--- src/rtl/fifo_pack_pkg.sv ---
// -----------------------------------------------------------------------------
// fifo_pack_pkg
//
// Shared definitions for the FIFO read-side packer.
//
// Contents:
//   DEF_DATA_W      default FIFO word width
//   DEF_PACK_WORDS  default number of words per packet (legal 2..8)
//   pack_state_e    packer FSM state (FILL collects words, SEND offers packet)
// -----------------------------------------------------------------------------
package fifo_pack_pkg;

  localparam int DEF_DATA_W     = 16;
  localparam int DEF_PACK_WORDS = 2;

  typedef enum logic {
    FILL = 1'b0,
    SEND = 1'b1
  } pack_state_e;

endpackage : fifo_pack_pkg

--- src/rtl/fifo_pack_chk.sv ---
// -----------------------------------------------------------------------------
// fifo_pack_chk
//
// XOR checksum accumulator for the packet being assembled. Each captured word
// is folded in; the sum clears when the packet is handed downstream.
//
// Ports:
//   clk_b    in   read-domain clock
//   rst      in   synchronous active-high reset
//   clear    in   packet accepted downstream; restart the sum
//   capture  in   word on 'word' is being stored into the packet this cycle
//   word     in   [DATA_W-1:0] captured FIFO word
//   chk      out  [DATA_W-1:0] running XOR of captured words
// -----------------------------------------------------------------------------
module fifo_pack_chk #(
  parameter int DATA_W = 16
) (
  input  logic              clk_b,
  input  logic              rst,
  input  logic              clear,
  input  logic              capture,
  input  logic [DATA_W-1:0] word,
  output logic [DATA_W-1:0] chk
);

  always_ff @(posedge clk_b) begin
    if (rst || clear) begin
      chk <= '0;
    end else if (capture) begin
      chk <= chk ^ word;
    end
  end

endmodule : fifo_pack_chk

--- src/rtl/fifo_pack_reader.sv ---
// -----------------------------------------------------------------------------
// fifo_pack_reader
//
// Read-side consumer for the dual-clock FIFO, entirely in the clk_b domain.
// Pops PACK_WORDS consecutive words and presents them as one wide packet.
// A flush pulse emits a partially filled packet early.
//
// Optional feature: define PACK_CHKSUM_EN to add the out_chk port (XOR of the
// valid words of the packet). Without it the port and accumulator are absent.
//
// Ports:
//   clk_b      in   read-domain clock, rising edge
//   rst        in   synchronous active-high reset
//   empty      in   FIFO empty flag
//   dout_b     in   [DATA_W-1:0] FIFO read data, valid the cycle after ren_b
//   ren_b      out  FIFO read enable (combinational, never high while empty)
//   flush      in   single-cycle request to emit the current partial packet
//   out_valid  out  packet valid
//   out_ready  in   downstream accepts packet
//   out_data   out  [DATA_W*PACK_WORDS-1:0] packet, word 0 in the LSBs
//   out_words  out  number of valid words in out_data
//   pkt_count  out  [15:0] accepted packet count, wraps
//   out_chk    out  [DATA_W-1:0] packet checksum (PACK_CHKSUM_EN only)
//   state_dbg  out  FSM state, 0 = FILL, 1 = SEND
//
// Handshake: a packet transfers on a rising clk_b edge where out_valid and
// out_ready are both 1. Once out_valid rises it stays high, and out_data,
// out_words (and out_chk) hold stable, until that transfer edge.
// -----------------------------------------------------------------------------
module fifo_pack_reader
  import fifo_pack_pkg::*;
#(
  parameter  int DATA_W     = DEF_DATA_W,
  parameter  int PACK_WORDS = DEF_PACK_WORDS,
  localparam int CNT_W      = $clog2(PACK_WORDS + 1)
) (
  input  logic                         clk_b,
  input  logic                         rst,
  input  logic                         empty,
  input  logic [DATA_W-1:0]            dout_b,
  output logic                         ren_b,
  input  logic                         flush,
  output logic                         out_valid,
  input  logic                         out_ready,
  output logic [DATA_W*PACK_WORDS-1:0] out_data,
  output logic [CNT_W-1:0]             out_words,
  output logic [15:0]                  pkt_count,
`ifdef PACK_CHKSUM_EN
  output logic [DATA_W-1:0]            out_chk,
`endif
  output logic                         state_dbg
);

  localparam logic [CNT_W-1:0] FULL_CNT = CNT_W'(PACK_WORDS);
  localparam logic [CNT_W-1:0] LAST_CNT = CNT_W'(PACK_WORDS - 1);
  localparam logic [CNT_W-1:0] ONE_CNT  = CNT_W'(1);

  pack_state_e       state_q, state_d;
  logic [CNT_W-1:0]  issued_q;    // reads requested for this packet
  logic [CNT_W-1:0]  captured_q;  // words already stored in slots
  logic [CNT_W-1:0]  words_q;     // word count latched for the SEND phase
  logic              rd_pend_q;   // a popped word arrives on dout_b this cycle
  logic              flush_pend_q;
  logic [DATA_W-1:0] slot_q [PACK_WORDS];
  logic [15:0]       pkt_count_q;

  logic handshake;
  logic capture;
  logic last_capture;
  logic flush_service;
  logic flush_emit;

  assign handshake     = (state_q == SEND) && out_ready;
  assign capture       = (state_q == FILL) && rd_pend_q;
  assign last_capture  = capture && (captured_q == LAST_CNT);
  // A flush waits until no read is in flight, so every requested word has
  // landed in a slot before the partial packet is closed.
  assign flush_service = (state_q == FILL) && flush_pend_q && !rd_pend_q;
  assign flush_emit    = flush_service && (captured_q != '0);

  // Next-state and read-enable decode.
  always_comb begin
    state_d = state_q;
    ren_b   = 1'b0;
    case (state_q)
      FILL: begin
        ren_b = !empty && (issued_q < FULL_CNT) && !flush_pend_q && !rst;
        if (last_capture || flush_emit) begin
          state_d = SEND;
        end
      end
      SEND: begin
        if (out_ready) begin
          state_d = FILL;
        end
      end
      default: state_d = FILL;
    endcase
  end

  always_ff @(posedge clk_b) begin
    if (rst) begin
      state_q      <= FILL;
      issued_q     <= '0;
      captured_q   <= '0;
      words_q      <= '0;
      rd_pend_q    <= 1'b0;
      flush_pend_q <= 1'b0;
      pkt_count_q  <= '0;
      for (int i = 0; i < PACK_WORDS; i++) begin
        slot_q[i] <= '0;
      end
    end else begin
      state_q   <= state_d;
      rd_pend_q <= ren_b;

      // A flush seen in the service cycle itself stays pending for later.
      flush_pend_q <= flush || (flush_pend_q && !flush_service);

      if (ren_b) begin
        issued_q <= issued_q + ONE_CNT;
      end

      if (capture) begin
        captured_q <= captured_q + ONE_CNT;
        for (int i = 0; i < PACK_WORDS; i++) begin
          if (captured_q == CNT_W'(i)) begin
            slot_q[i] <= dout_b;
          end
        end
      end

      if (last_capture) begin
        words_q <= FULL_CNT;
      end else if (flush_emit) begin
        words_q <= captured_q;
      end

      // Handshake only occurs in SEND, where no read or capture is active,
      // so clearing here never collides with the updates above.
      if (handshake) begin
        issued_q    <= '0;
        captured_q  <= '0;
        words_q     <= '0;
        pkt_count_q <= pkt_count_q + 16'd1;
        for (int i = 0; i < PACK_WORDS; i++) begin
          slot_q[i] <= '0;
        end
      end
    end
  end

  // Unfilled slots stay at their cleared value, so a flushed packet reads
  // zero above its valid words.
  always_comb begin
    out_data = '0;
    for (int i = 0; i < PACK_WORDS; i++) begin
      out_data[i*DATA_W +: DATA_W] = slot_q[i];
    end
  end

  assign out_valid = (state_q == SEND);
  assign out_words = words_q;
  assign pkt_count = pkt_count_q;
  assign state_dbg = state_q;

`ifdef PACK_CHKSUM_EN
  fifo_pack_chk #(
    .DATA_W(DATA_W)
  ) u_chk (
    .clk_b  (clk_b),
    .rst    (rst),
    .clear  (handshake),
    .capture(capture),
    .word   (dout_b),
    .chk    (out_chk)
  );
`endif

endmodule : fifo_pack_reader

--- config.mk ---
export PLATFORM = sky130hd
export DESIGN_NAME = fifo_pack_reader
export DESIGN_NICKNAME = d
export VERILOG_FILES = /design/src/rtl/fifo_pack_pkg.sv /design/src/rtl/fifo_pack_chk.sv /design/src/rtl/fifo_pack_reader.sv
export SDC_FILE = /design/constraint.sdc
export NUM_CORES = 1
export LEC_CHECK = 0
export CAP_MARGIN = 20
export CORE_MARGIN = 4
export CORE_UTILIZATION = 47
export CTS_CLUSTER_DIAMETER = 100
export CTS_CLUSTER_SIZE = 20
export DETAILED_ROUTE_END_ITERATION = 8
export PLACE_DENSITY = 0.85
export SLEW_MARGIN = 20
export SYNTH_ARGS = -nofsm -noshare
export SYNTH_HDL_FRONTEND = slang
export SYNTH_HIERARCHICAL = 1
export SYNTH_SLANG_ARGS = --single-unit
--- constraint.sdc ---
create_clock -name clk_b -period 3.7 [get_ports clk_b]
set_input_delay 0.74 -clock clk_b [delete_from_list [all_inputs] [get_ports clk_b]]
set_output_delay 0.74 -clock clk_b [all_outputs]
set_load 0.005 [all_outputs]
### After elaboration in Yosys (flattened, before gate mapping)

Memory sizes are Yosys's and may differ from the RTL's.
Index checks and enable logic that the tools add are counted.

| storage, ports and cells | value |
|---|---|
| register bits | 25 |
| memory bits (writable) | 32 |
| input bits | 21 |
| output and inout port bits | 53 |
| word-level logic and storage cells | 64 |
| memories | 1 |

| cells by class | value |
|---|---|
| add/sub/neg operators | 3 |
| $lt $le $gt $ge | 1 |
| eq/ne operators | 1 |
| multiplexer cells | 23 |
| bitwise logic cells | 5 |
| reductions and logical operators | 22 |

Memories:

| name | words | bits a word | rd ports | clocked after Yosys merged registers in | write ports | line | source |
|---|---|---|---|---|---|---|---|
| slot_q | 2 | 16 | 2 | 0 | 2 | fifo_pack_reader.sv:64 | `logic [DATA_W-1:0] slot_q [PACK_WORDS];` |

Operator list:

| operator | number |
|---|---|
| $mux W16 | 4 |
| $add A16 B1 Y16 const B | 1 |
| $mux W1 | 16 |
| $logic_and A1 B1 Y1 | 10 |
| $logic_not A1 Y1 | 5 |
| $add A2 B1 Y2 const B | 2 |
| $mux W2 | 2 |
| $or A1 B1 Y1 | 4 |
| $reduce_bool A2 Y1 | 2 |
| $reduce_or A3 Y1 | 1 |
| $eq A2 B1 Y1 const B | 1 |
| $logic_not A2 Y1 | 1 |
| $logic_or A1 B1 Y1 | 2 |
| $lt A2 B2 Y1 const B | 1 |
| $pmux W1 S2 | 1 |
| $reduce_or A2 Y1 | 1 |
| $not A1 Y1 | 1 |

### Logic depth before layout (Yosys ltp)

Gate-level depths: netlist (run 1).

| logic depth | value |
|---|---|
| depth after elaboration | 7 |
| mapped depth | 6 |
| mapped depth without buffers | 6 |

### Worst setup path before layout (run 1)

OpenSTA, ideal clock, no wires.

| timing | value |
|---|---|
| kind | input -> output |
| from | in rst |
| to | out ren_b |
| data arrival time | 1.378 ns |
| required time | 2.960 ns |
| path slack | 1.582 ns |
| stages | 2 |
| buffers on the path | 0 |
| path through | or4_4 nor2_4 |

| on the way | value |
|---|---|
| longest elaborated chain between the ends | 3 |

RTL lines:

| what | line | source |
|---|---|---|
| start, declared | fifo_pack_reader.sv:38 | `input logic rst,` |
| $logic_not A1 Y1 | fifo_pack_reader.sv:87 | `ren_b = !empty && (issued_q < FULL_CNT) && !flush_pend_q && !rst;` |
| $logic_and A1 B1 Y1 | fifo_pack_reader.sv:87 |  |
| $mux W1 | fifo_pack_reader.sv:85 | `case (state_q)` |
| end, declared | fifo_pack_reader.sv:41 | `output logic ren_b,` |

Every way passes these cells.

### Worst setup path after layout (run 1)

Ends and elaborated chain as after synthesis.

==> impl_metrics.yaml, run 1 <==
place:
  routabilityCongestion: 0.7846
  port_buffers: 73
  place_inst: 295
  dp_hpwl_um: 3334
critical_path:
  path_max_fanout: 3
  r2r_end: "pkt_count[15]"
  arrival_ps: 2330
  worst_r2r_path_depth: 4
  startpoint_type: "input pin"
  worstSetupPathType: "in2out"
  required_ps: 2960
  rrSetupSlack_ps: 1720
  regToRegStartpoint: "out_valid"
  cp-end-kind: "output port"
layout:
  multi_input_area_um2: 690.7
  syn_to_final_growth_pct: 42.20
  drive_gt1_frac: 0.08108
  antenna_cells: 0
  ff_latch_area_um2: 1461
  stdcell_count: 311
  final_common_cell: "clkdlybuf4s50_1"
  n_fill_cell: 317
  final_cell_mix: "clkdlybuf4s50_1, edfxtp_1, dfxtp_1, nor2_1, and2_1"
  num-nets-final: 278
timing:
  relSlewSlack: 0.4822
  drv_slew: 0
  setup_viol: 0
  clock.fmax_mhz: 325.3
  post-route-period-util: 0.8309
  tightestPinTransition_ps: 773.3
  setup_tns_ps: 0
  final-hold-violation-count: 0
  min_period_ps: 3074
  rsz0062_at_grt: "false"
  clock_skew_ps: 6.746
floorplan:
  die_h_um: 76.74
  core_area_um2: 4474
  initial_core_util: 0.4964
  num_rows: 24
  dieArea_um2: 5889
  io_pins: 74
  die_x_um: 76.74
clock_tree:
  clockBufferDepth: 2
  cts_hold_buf: 0
  htreeDepth: 3
  cts_setup_buffers: 0
  clock_latency_ps: 320
  cts_sinks: 57
  numCtsBuffers: 9
  post_cts_resized: 0
  root_buffer: "clkbuf_8"
  cts_tree: "yes"
  path_clk_slew_ps: 60
pwr:
  p_per_area_nw_per_um2: 430.3
  vdd_drop_max_v: 0.0003186
  p_leak_uw: 0.001160
status:
  status: "completed"
route:
  dr.pass1.iters: 4
  wire_per_inst_um: 14.70
  finalWirelength_um: 4572
  ant_nets: 0
  drc: 0
  drtIter0Drc: 67
  routed_via_density: 4.945
  num_vias: 1538
global_route:
  grt_usage: 0.1690
  grt_first_pass_wirelength_um: 7824
  grt_pass1_vias: 1581
  antenna_found_initial: 0
  grt-ovfl-total: 0
  grt_max_degree: 21
yosys:
  ys_warn_count: 6
  synth_edf_count: 32
  async_reset_ff_frac: 0
  yosysSeqAreaShare: 0.6580
  ys_ff_latch: 57
  synthFlopType: "edfxtp_1"
  synth.distinct_cells: 34
  synthCells: 177
  syn_area_per_cell_um2: 12.55
  mappedNetlistNets: 201
  synth_area_um2: 2221
min_path:
  min_path_cells: 2
  hold_path_class: "reg2reg"
  min_from: "pkt_count[1]"
  holdPathEnd: "pkt_count[1]"
run:
  cap_violations: 0
[stage by stage]
stage | total power (µW) | hold slack [ps] | setup WS [ps] | util | area, µm²
2_1_floorplan | 770.8 | 445.2 | 1582 | - | 2221
3_3_place_gp | 854.6 | 471.4 | 640.5 | 0.6655 | 2978
3_5_place_dp | 860.0 | 476.1 | 619.0 | 0.6655 | 2978
4_1_cts | 1373 | 493.4 | 611.7 | 0.7058 | 3158
5_1_grt | 1419 | 529.3 | 568.6 | 0.7058 | 3158
6_report | 1359 | 486.6 | 625.7 | 0.7058 | 3158
[synthesized netlist by cell type (all sizes together) (3+ instances only)]
master / n / share of area
nor2: 23 / 0.042
o21ai: 4 / 0.0090
nand2: 6 / 0.010
edfxtp: 32 / 0.43
ha: 3 / 0.017
a21oi: 8 / 0.018
buf: 5 / 0.017
nand3: 7 / 0.024
nand4: 6 / 0.017
dfxtp: 25 / 0.23
and4: 3 / 0.012
xor2: 12 / 0.047
and2: 18 / 0.051
inv: 4 / 0.0068
clkbuf: 4 / 0.0068
[how the worst max path moves through the flow]
| stage | slack [ps] | depth (start not counted) | end | start |
|---|---|---|---|---|
| 3_5_place_dp | 620 | 4 | ren_b | rst |
| 3_3_place_gp | 640 | 4 | ren_b | rst |
| 4_1_cts | 610 | 4 | ren_b | rst |
| 2_1_floorplan | 1580 | 2 | ren_b | rst |
| 6_report | 630 | 4 | ren_b | rst |
| 5_1_grt | 570 | 4 | ren_b | rst |
[sequential cells by signal, indices dropped and copies added, names as in the netlist]
register      cells
pkt_count        16
captured_q        2
out_valid         1
flush_pend_q      1
issued_q          2
out_words         2
slot_q           32
rd_pend_q         1
[logic make-up after synthesis]
logic type | share of synthesized area
adders and majority gates | 0.01690
buffers and inverters | 0.03098
muxes | 0.009577
and+or+nand+nor | 0.1989
xor gates and xnor gates | 0.05521
AOI/OAI and AO/OA | 0.03042
DFF | 0.6580
[final cells by class]
type	count	share of cell area
flip-flops and latches	57	0.4628
repair buffers	75	0.2361
well taps	52	0.02060
clock buffers	16	0.05705
inverters	4	0.004754
multi-input cells	107	0.2187
[power by group]
| part | switching, µW | internal [µW] |
|---|---|---|
| sequential | 13.6 | 704 |
| clock | 215 | 299 |
| combinational | 48.9 | 78.5 |
| total | 277 | 1080 |
[routing by layer]
layer	up-vias	track usage	routed length (µm)
met4	0	0.07065	61
li1	764	-	-
met2	59	0.2953	2336
met5	-	0	0
met3	7	0.03747	226
met1	708	0.1995	1947
[critical path, stage by stage]
cell and delay (ps):
clkdlybuf4s50_1 420, or4_4 540, nor2_4 120, clkdlybuf4s50_1 510
Power figures use the tool's default switching activity.
==> run 2: changes to the inputs <==
--- a/config.mk
+++ b/config.mk
@@ -7,11 +7,11 @@
 export LEC_CHECK = 0
 export CAP_MARGIN = 20
 export CORE_MARGIN = 4
-export CORE_UTILIZATION = 47
+export CORE_UTILIZATION = 41
 export CTS_CLUSTER_DIAMETER = 100
 export CTS_CLUSTER_SIZE = 20
 export DETAILED_ROUTE_END_ITERATION = 8
-export PLACE_DENSITY = 0.85
+export PLACE_DENSITY = 0.79
 export SLEW_MARGIN = 20
 export SYNTH_ARGS = -nofsm -noshare
 export SYNTH_HDL_FRONTEND = slang
==> constraint.sdc (replaced) <==
create_clock -name clk_b -period 2.8 [get_ports clk_b]
set_input_delay 0.56 -clock clk_b [delete_from_list [all_inputs] [get_ports clk_b]]
set_output_delay 0.56 -clock clk_b [all_outputs]
set_load 0.005 [all_outputs]
==> impl_metrics.yaml, run 2 (synthesis gave the netlist of run 1 again) <==
place:
  preCtsSetupSlack_ps: 76.36
  routabilityCongestion: 0.7365
  dp_hpwl_um: 3206
  port_buffers: 73
route:
  dr.pass1.iters: 4
  drtIter0Drc: 61
  top_layer: "met4"
  wl_met2_um: 2045
  routed-wl-met3_um: 491
  wire_per_inst_um: 13.60
  finalWirelength_um: 4515
  ant_nets: 0
  routed_via_density: 4.654
  drt-met1-wl_um: 1924
  num_vias: 1545
  drc: 0
timing:
  drv_slew: 0
  relSlewSlack: 0.4733
  post-route-period-util: 0.9704
  clock.fmax_mhz: 368.0
  setup_viol: 0
  setup_tns_ps: 0
  rsz0062_at_grt: "false"
  min_period_ps: 2717
  tightestPinTransition_ps: 786.5
  fin_ws_ps: 82.92
  clock_skew_ps: 3.251
  final-hold-violation-count: 0
global_route:
  grt_pass1_vias: 1444
  grt_first_pass_wirelength_um: 7058
  grt_usage: 0.1455
  grt_max_degree: 21
  grt-ovfl-total: 0
  antenna_found_initial: 0
critical_path:
  arrival_ps: 2160
  crit_chain: "clkdlybuf4s50_1, or4_4, nor2_4, clkdlybuf4s50_1"
  crit_buf_inv: 2
  worstSetupPathType: "in2out"
  rrSetupSlack_ps: 990
  path_delay_family: "buffers and inverters"
  slowest_delay_ps: 540
  crit_path_frequent_cell: "clkdlybuf4s50_1"
  cp-end-kind: "output port"
  cpMaxStageDelayCell: "or4_4"
  required_ps: 2240
  path_max_fanout: 3
  startpoint_type: "input pin"
clock_tree:
  cts_sinks: 57
  cts_setup_buffers: 0
  post_cts_resized: 0
  clock_latency_ps: 330
  numCtsBuffers: 9
  path_clk_slew_ps: 60
  clockBufferDepth: 2
  root_buffer: "clkbuf_8"
  cts_tree: "yes"
  htreeDepth: 3
  cts_hold_buf: 0
floorplan:
  initial_core_util: 0.4294
  die_x_um: 81.60
  dieArea_um2: 6659
  core_area_um2: 5172
  num_rows: 26
  die_h_um: 81.60
  io_pins: 74
pwr:
  p_per_area_nw_per_um2: 566.3
  vdd_drop_max_v: 0.0003428
  p_leak_uw: 0.001181
layout:
  antenna_cells: 0
  final_cell_mix: "clkdlybuf4s50_1, edfxtp_1, dfxtp_1, nor2_1, and2_1"
  drive_gt1_frac: 0.1031
  syn_to_final_growth_pct: 44.45
  regMostFlops: "slot_q"
  final_common_cell: "clkdlybuf4s50_1"
  num-nets-final: 281
  largest_register_ffs: 32
min_path:
  hold_path_class: "reg2reg"
status:
  status: "completed"
run:
  cap_violations: 0
-- run 2: cell types whose count changed in the layout (fill, tap and decap cells not counted) --
cell,previous run,this run
clkbuf_8,12,9
clkbuf_1,4,0
bufinv_16,0,1
clkinvlp_4,0,1
buf_4,2,5
clkinv_2,0,4
clkinv_1,0,1
-- run 2: routing by layer --
layer | GRT usage | vias up
met4 | 0.06478 | 0
met1 | 0.1732 | 693
met5 | 0 | -
met2 | 0.2264 | 70
li1 | - | 776
met3 | 0.06579 | 6
-- run 2: path summary, 6_finish.rpt --
kind,from,endpoint,cells past startpoint
setup / recovery,rst,ren_b,4
hold / removal,issued_q[1],rd_pend_q,1
setup reg to reg,out_valid,slot_q[0][24],4
hold reg to reg,issued_q[1],rd_pend_q,1
-- run 2: stage by stage --
| stage | util | cells | hold WS (ps) | total power [µW] | cell area [µm²] |
|---|---|---|---|---|---|
| floorplan | - | 177 | 445.2 | 1019 | 2221 |
| global placement | 0.5844 | 316 | 468.0 | 1133 | 3023 |
| detailed placement | 0.5844 | 316 | 488.9 | 1137 | 3023 |
| CTS | 0.6202 | 332 | 500.0 | 1843 | 3208 |
| global route | 0.6202 | 332 | 520.2 | 1903 | 3208 |
| finish | 0.6202 | 332 | 492.4 | 1817 | 3208 |
-- run 2: where the power goes --
part	internal (µW)	switching, µW
Combinational	106	66.4
Clock	400	300
Sequential	929	14.5
Total	1440	381
-- run 2: layout make-up --
| class | instances | area, µm² |
|---|---|---|
| clock buffers | 9 | 123.9 |
| multi-input cells | 107 | 690.7 |
| flip-flops and latches | 57 | 1461 |
| well taps | 70 | 87.58 |
| inverters | 4 | 15.01 |
| repair buffers | 78 | 768.2 |
| clock inverters | 7 | 61.31 |
| fillers | 410 | 1964 |
==> run 3: changes to the inputs <==
--- a/config.mk
+++ b/config.mk
@@ -6,13 +6,11 @@
 export NUM_CORES = 1
 export LEC_CHECK = 0
 export CAP_MARGIN = 20
-export CORE_MARGIN = 4
 export CORE_UTILIZATION = 41
 export CTS_CLUSTER_DIAMETER = 100
 export CTS_CLUSTER_SIZE = 20
 export DETAILED_ROUTE_END_ITERATION = 8
 export PLACE_DENSITY = 0.79
-export SLEW_MARGIN = 20
 export SYNTH_ARGS = -nofsm -noshare
 export SYNTH_HDL_FRONTEND = slang
 export SYNTH_HIERARCHICAL = 1
==> impl_metrics.yaml, run 3 (synthesis gave the netlist of run 1 again) <==
timing:
  hold_slack_ps: 495.9
  relSlewSlack: 0.4739
  setup_tns_ps: 0
  setup_viol: 0
  tightestPinTransition_ps: 785.6
  final-hold-violation-count: 0
  min_period_ps: 2710
  clock.fmax_mhz: 368.9
  post-route-period-util: 0.9680
  fin_ws_ps: 89.52
  clock_skew_ps: 5.259
  rsz0062_at_grt: "false"
  drv_slew: 0
global_route:
  antenna_found_initial: 0
  grt_usage: 0.1620
  grt_pass1_vias: 1489
  grt_first_pass_wirelength_um: 6596
  grt-ovfl-total: 0
  grt_max_degree: 21
layout:
  n_fill_cell: 434
  final_cell_mix: "clkdlybuf4s50_1, edfxtp_1, dfxtp_1, nor2_1, and2_1"
  drive_gt1_frac: 0.08779
  num-nets-final: 281
  regMostFlops: "slot_q"
  stdcell_count: 332
  antenna_cells: 0
  largest_register_ffs: 32
  final_common_cell: "clkdlybuf4s50_1"
  syn_to_final_growth_pct: 44.11
clock_tree:
  numCtsBuffers: 9
  htreeDepth: 3
  cts_setup_buffers: 0
  path_clk_slew_ps: 60
  cts_tree: "yes"
  clock_latency_ps: 320
  clockBufferDepth: 2
  post_cts_resized: 0
  cts_sinks: 57
  cts_hold_buf: 0
  root_buffer: "clkbuf_8"
floorplan:
  die_x_um: 75.60
  dieArea_um2: 5715
  initial_core_util: 0.4294
  die_h_um: 75.60
  io_pins: 74
  core_area_um2: 5172
  num_rows: 26
critical_path:
  crit_chain: "clkdlybuf4s50_1, or4_4, nor2_4, clkdlybuf4s50_1"
  worstSetupPathType: "in2out"
  cpMaxStageDelayCell: "or4_4"
  required_ps: 2240
  slowest_delay_ps: 540
  startpoint_type: "input pin"
  arrival_ps: 2150
  cp-end-kind: "output port"
  path_max_fanout: 3
  crit_path_frequent_cell: "clkdlybuf4s50_1"
  startpoint: "rst"
  regToRegStartpoint: "out_valid"
place:
  place_inst: 316
  routabilityCongestion: 0.7452
  preCtsSetupSlack_ps: 80.22
  port_buffers: 73
  dp_hpwl_um: 2942
pwr:
  power_uw: 1802
  vdd_drop_max_v: 0.0003098
  p_per_area_nw_per_um2: 562.9
  p_leak_uw: 0.001174
route:
  dr.pass1.iters: 4
  wire_per_inst_um: 12.83
  ant_nets: 0
  drtIter0Drc: 50
  routed_via_density: 4.738
  finalWirelength_um: 4260
  num_vias: 1573
  drc: 0
min_path:
  hold_path_class: "reg2reg"
  min_from: "issued_q[1]"
status:
  status: "completed"
run:
  cap_violations: 0
==> run 3: layout make-up <==
cell class / count / area, µm² / share of cell area
Inverter: 4 / 15.01 / 0.004691
Clock inverter: 5 / 46.29 / 0.01446
Clock buffer: 11 / 131.4 / 0.04105
Timing Repair Buffer: 78 / 768.2 / 0.2400
Tap cell: 70 / 87.58 / 0.02737
Multi-Input combinational cell: 107 / 690.7 / 0.2158
Sequential cell: 57 / 1461 / 0.4566
==> run 3: through the flow <==
step	instance area, µm²	util
final	3201	0.6188
after global routing	3201	0.6188
after global placement	3023	0.5844
after CTS	3201	0.6188
after detailed placement	3023	0.5844
after floorplan	2221	-
==> run 3: layer usage <==
metal,global-route usage,wire (µm),vias up
li1,-,-,777
met4,0.1049,68,0
met5,0,0,-
met3,0.05556,362,6
met2,0.2688,1979,70
met1,0.1773,1849,720
==> run 3: power by group <==
group	internal [µW]	leakage, µW	switching [µW]
Combinational	106	0.000547	66.5
Clock	400	0.0000898	285
Sequential	929	0.000537	13.8
==> run 3: path summary, 6_finish.rpt <==
check	to	slack, ps	cells after the start
hold / removal	rd_pend_q	500	1
setup / recovery	ren_b	90	4
hold reg to reg	rd_pend_q	500	1
setup reg to reg	slot_q[0][4]	960	4
==> run 3: critical path: cells and delay by family <==
family / cells / cell delay, ps
AND/OR/NAND/NOR: 2 / 660
buffers and inverters: 2 / 930
